**config.mk**
```make
export PLATFORM = sky130hd
export DESIGN_NAME = hazard_scoreboard
export DESIGN_NICKNAME = d
export VERILOG_FILES = /design/src/rtl/hazard_pkg.sv /design/src/rtl/sb_entry.sv /design/src/rtl/hazard_scoreboard.sv
export SDC_FILE = /design/constraint.sdc
export NUM_CORES = 1
export LEC_CHECK = 0
export ABC_CLOCK_PERIOD_IN_PS = 13700
export CAP_MARGIN = 20
export CORE_UTILIZATION = 50
export CTS_CLUSTER_DIAMETER = 60
export DETAILED_ROUTE_END_ITERATION = 8
export PLACE_DENSITY = 0.66
export SETUP_SLACK_MARGIN = 0.1
export SLEW_MARGIN = 25
export SYNTH_ARGS = -nofsm -noshare
export SYNTH_HDL_FRONTEND = slang
export SYNTH_HIERARCHICAL = 1
export SYNTH_SLANG_ARGS = --single-unit
```
**constraint.sdc**
```tcl
create_clock -name clk -period 13.7 [get_ports clk]
set_input_delay 2.74 -clock clk [delete_from_list [all_inputs] [get_ports clk]]
set_output_delay 2.74 -clock clk [all_outputs]
set_load 0.1 [all_outputs]
```
**src/rtl/hazard_pkg.sv**
```systemverilog
// Shared types and default latencies for the ID-stage hazard scoreboard.
package hazard_pkg;

   typedef enum logic [1:0] {
      KIND_ALU  = 2'd0,
      KIND_LOAD = 2'd1,
      KIND_MUL  = 2'd2,
      KIND_RSVD = 2'd3
   } id_kind_e;

   localparam int DEF_LOAD_LAT = 1;
   localparam int DEF_MUL_LAT  = 4;

endpackage

```
**src/rtl/sb_entry.sv**
```systemverilog
// Loadable down-counter that stops at zero; one per tracked register and one for the multiplier.
module sb_entry #(
   parameter int CNT_W = 3
) (
   input  logic             clk,
   input  logic             rst,
   input  logic             load_en,
   input  logic [CNT_W-1:0] load_val,
   output logic [CNT_W-1:0] count
);

   logic [CNT_W-1:0] count_q, count_d;

   // A load wins over the decrement so a fresh producer sees its full latency.
   always_comb begin
      count_d = count_q;
      if (load_en)
         count_d = load_val;
      else if (count_q != '0)
         count_d = count_q - CNT_W'(1);
   end

   always_ff @(posedge clk) begin
      if (rst)
         count_q <= '0;
      else
         count_q <= count_d;
   end

   assign count = count_q;

endmodule

```
**src/rtl/hazard_scoreboard.sv**
```systemverilog
// ID-stage hazard detection: per-register result countdowns plus a busy counter
// for the single multiplier; stalls on RAW, WAW and structural conflicts.
module hazard_scoreboard
   import hazard_pkg::*;
#(
   parameter int REG_W    = 5,
   parameter int LOAD_LAT = DEF_LOAD_LAT,
   parameter int MUL_LAT  = DEF_MUL_LAT,
   parameter int CNT_W    = 3
) (
   input  logic             clk,
   input  logic             rst,
   input  logic             id_valid,
   input  logic [REG_W-1:0] id_rs,
   input  logic [REG_W-1:0] id_rt,
   input  logic             id_uses_rs,
   input  logic             id_uses_rt,
   input  logic [REG_W-1:0] id_rd,
   input  logic             id_writes,
   input  logic [1:0]       id_kind,
   input  logic             flush,
   output logic             hazard,
   output logic             pcwrite,
   output logic             IF_ID_write,
   output logic [15:0]      stall_count
);

   localparam int NREG = 2 ** REG_W;

   if (LOAD_LAT > (2 ** CNT_W) - 1 || MUL_LAT > (2 ** CNT_W) - 1) begin : g_bad_lat
      $error("hazard_scoreboard: LOAD_LAT/MUL_LAT do not fit in CNT_W bits");
   end

   id_kind_e         kind;
   logic [CNT_W-1:0] lat_val;
   logic [CNT_W-1:0] cnt [NREG];
   logic [CNT_W-1:0] mul_busy;
   logic             raw, waw, struct_haz, stall, issue;
   logic [15:0]      stall_count_q, stall_count_d;

   assign kind = id_kind_e'(id_kind);

   // Kind 3 is not a real opcode class and behaves like a forwarded ALU op.
   always_comb begin
      lat_val = '0;
      case (kind)
         KIND_LOAD: lat_val = CNT_W'(LOAD_LAT);
         KIND_MUL:  lat_val = CNT_W'(MUL_LAT);
         default:   lat_val = '0;
      endcase
   end

   always_comb begin
      raw = (id_uses_rs && id_rs != '0 && cnt[id_rs] != '0) ||
            (id_uses_rt && id_rt != '0 && cnt[id_rt] != '0);
      waw = id_writes && id_rd != '0 && (cnt[id_rd] > lat_val);
      struct_haz = (kind == KIND_MUL) && (mul_busy != '0);
      stall = id_valid && !flush && (raw || waw || struct_haz);
      issue = id_valid && !flush && !stall;
   end

   assign hazard      = !stall;
   assign pcwrite     = !stall;
   assign IF_ID_write = !stall;

   // r0 is hardwired zero, so it never gets a counter.
   assign cnt[0] = '0;

   for (genvar r = 1; r < NREG; r++) begin : g_reg
      logic load_en;
      assign load_en = issue && id_writes && (id_rd == REG_W'(r));
      sb_entry #(.CNT_W(CNT_W)) u_entry (
         .clk      (clk),
         .rst      (rst),
         .load_en  (load_en),
         .load_val (lat_val),
         .count    (cnt[r])
      );
   end

   sb_entry #(.CNT_W(CNT_W)) u_mul_busy (
      .clk      (clk),
      .rst      (rst),
      .load_en  (issue && kind == KIND_MUL),
      .load_val (CNT_W'(MUL_LAT)),
      .count    (mul_busy)
   );

   always_comb begin
      stall_count_d = stall_count_q;
      if (stall && stall_count_q != 16'hFFFF)
         stall_count_d = stall_count_q + 16'd1;
   end

   always_ff @(posedge clk) begin
      if (rst)
         stall_count_q <= '0;
      else
         stall_count_q <= stall_count_d;
   end

   assign stall_count = stall_count_q;

endmodule

```
==> out/metrics.cfg <==
[floorplan]
row_count = 49
core_um2 = 18200
dieArea_um2 = 19400
io_pins = 43
start_util_pct = 51.8
die_w_um = 139
die_y_um = 139

[critical_path]
start_kind = primary input
crit_start = id_rd[0]
worstSetupEndpointType = output port
crit_arrival_ns = 7.53
crit_type = in2out
crit_fanout = 34
ff2ff_path_depth = 14
reg2reg_slack_ns = 8.68
cp.required_ns = 10.96
r2r_end = g_reg[24].u_entry/count[1]$_SDFFE_PP0P_
reg2reg_from = g_reg[23].u_entry/count[2]$_SDFFE_PP0P_

[global_routing]
grt_pass1_vias = 7480
grt_pass1_wl_um = 39800
grtUsageTotal_pct = 25.8
grt-ovfl-total = 0
antenna_found_initial = 0
grt_max_degree = 76

[sta]
worst_pin_slew_ns = 0.983
fin_crit_ns = 10.27
fmax_mhz = 97.4
rsz0062_at_grt = false
period_share_pct = 74.9
maxSlewViolCount = 0
maxSlewHeadroom_pct = 34.3
holdWs_ns = 0.530
fin_skew_ns = 0.00663
fin_setup_tns_ns = 0
hold_viol_final = 0
setup_viol = 0

[synthesis]
syn_inst = 1033
ys.flop_type = dfxtp_1
synth_seq_cells = 112
ys_seq_area_share_pct = 23.8
netlist_area_um2 = 9430
ys_warn_count = 6
avgSynthCellArea_um2 = 9.13
ys_types = 55
synth-edff-count = 0
yosysTopAreaCellShare_pct = 23.8
synth_top_area_cell = dfxtp_1
synth_area_leaders = dfxtp_1 (24%), nor2b_1 (12%), ha_1 (8.9%)
async_flop_share_pct = 0

[route]
wl_per_cell_um = 18.2
drc_errors = 0
viasPerCell = 6.15
num_vias = 8180
routed_wl_um = 24200
dr.first_iter.drc_count = 630
ant_nets = 0
firstDrtPassIters = 5

[placed_design]
dpl.hpwl_um = 17600
gp_congestion = 0.934
io_buffers = 42

[cts]
cts_tree = yes
cts_sinks = 112
clk_pin_slew_worst_paths_ns = 0.07
htree_levels = 3
root_buffer = clkbuf_16
insertion_delay_ns = 0.37
cts_setup_buffers = 0
ctsHoldBuffers = 0
numCtsBuffers = 9
cts_buffer_depth = 2
post_cts_resized = 0

[hold_path]
min_path_type = reg2reg
min_delay_worst_endpoint = stall_count[11]$_SDFFE_PP0P_
worstHoldStart = stall_count[11]$_SDFFE_PP0P_
whs_path_depth = 2

[run_status]
outcome = finished, final reports clean

[finish]
drive_above_1_share_pct = 9.80
syn_to_final_growth_pct = 11.3
antenna_cells = 0
final_nets = 1188

[job]
maxCapViolations = 0

[power]
p_leak_nw = 3.79
p_per_area_nw_per_um2 = 186
vdd_drop_max_mv = 0.0903

cells in the mapped netlist (all sizes together), types with 9 or more instances:
master,count
nand2,18
or3,9
buf,17
a21oi,12
nor3,35
nor2b,177
nand2b,41
clkbuf,11
o21ai,9
nor4,9
ha,67
a2111oi,68
nand3,10
mux2,14
nor2,53
or3b,32
a311oi,34
inv,106
dfxtp,112
mux4,34
nor4b,68
nand4,12
or2b,32
state kept, by name, indices dropped and copies added (netlist names):
signal and count:
stall_count 16, g.u_entry/count 93, u_mul_busy/count 3
area by class of cell:
| cell class | instances | area (µm²) |
|---|---|---|
| flip-flops and latches | 112 | 2240 |
| fillers | 1643 | 7720 |
| inverters | 106 | 398 |
| well taps | 229 | 287 |
| clock buffers | 12 | 256 |
| repair buffers | 49 | 465 |
| clock inverters | 4 | 76.3 |
| multi-input cells | 819 | 6770 |
worst max-delay path, cell delays in order:
cell             delay (ns)
buf_2                  0.69
mux4_2                 0.61
mux4_2                 0.48
mux2_2                 0.28
ha_1                   0.29
nand2_1                0.06
a21boi_0               0.24
nand4_1                0.12
o211ai_1               0.15
o2111a_1               0.23
buf_4                  0.27
nand2b_1               0.18
clkdlybuf4s50_1        1.14
layout by cell type, fill, tap and decap left out, drive strengths merged, types with 34 or more instances in the layout:
cell type,count
ha,67
nor2b,177
dfxtp,112
nor3,35
clkdlybuf4s50,40
a311oi,34
nor2,53
nor4b,68
nand2b,41
mux4,34
inv,106
a2111oi,68
conb,34
report_power, final:
group | internal (mW) | switching (mW)
logic | 0.540 | 0.438
registers | 0.454 | 0.222
clock network | 0.171 | 0.129
per-layer routing:
layer / global-route usage (%) / wire (µm)
met2: 40.4 / 10900
met1: 35.3 / 11100
met5: 0 / 0
met4: 9.30 / 612
met3: 4.92 / 1510
how the worst max path moves through the flow:
stage                  end  slack [ns]  cells past startpoint
6_report           pcwrite        3.43                     13
5_1_grt            pcwrite        3.06                     13
4_1_cts            pcwrite        3.44                     13
3_5_place_dp       pcwrite        3.45                     13
3_3_place_gp   IF_ID_write        3.56                     13
2_1_floorplan       hazard        3.80                     16
cell families (layout without fill, tap and decap cells):
family / after synthesis / after routing / synth area share, %
simple gates: 515 / 515 / 35.1
other cells: 2 / 34 / 0.0796
fa+ha+maj: 67 / 67 / 8.89
mux: 51 / 51 / 10.2
compound gates: 152 / 152 / 16.1
buf+inv: 134 / 171 / 5.85
flops: 112 / 112 / 23.8
stage by stage:
stage	power [mW]	util (%)	cells	cell area, µm²	setup slack [ns]
CTS	1.95	57.6	1331	10500	3.44
floorplan	1.40	-	1065	9550	3.80
finish	1.95	57.6	1331	10500	3.43
global route	2.12	57.6	1331	10500	3.06
detailed placement	1.64	55.8	1315	10200	3.45
global placement	1.62	55.8	1315	10200	3.56
(Power assumes the default switching activity.)
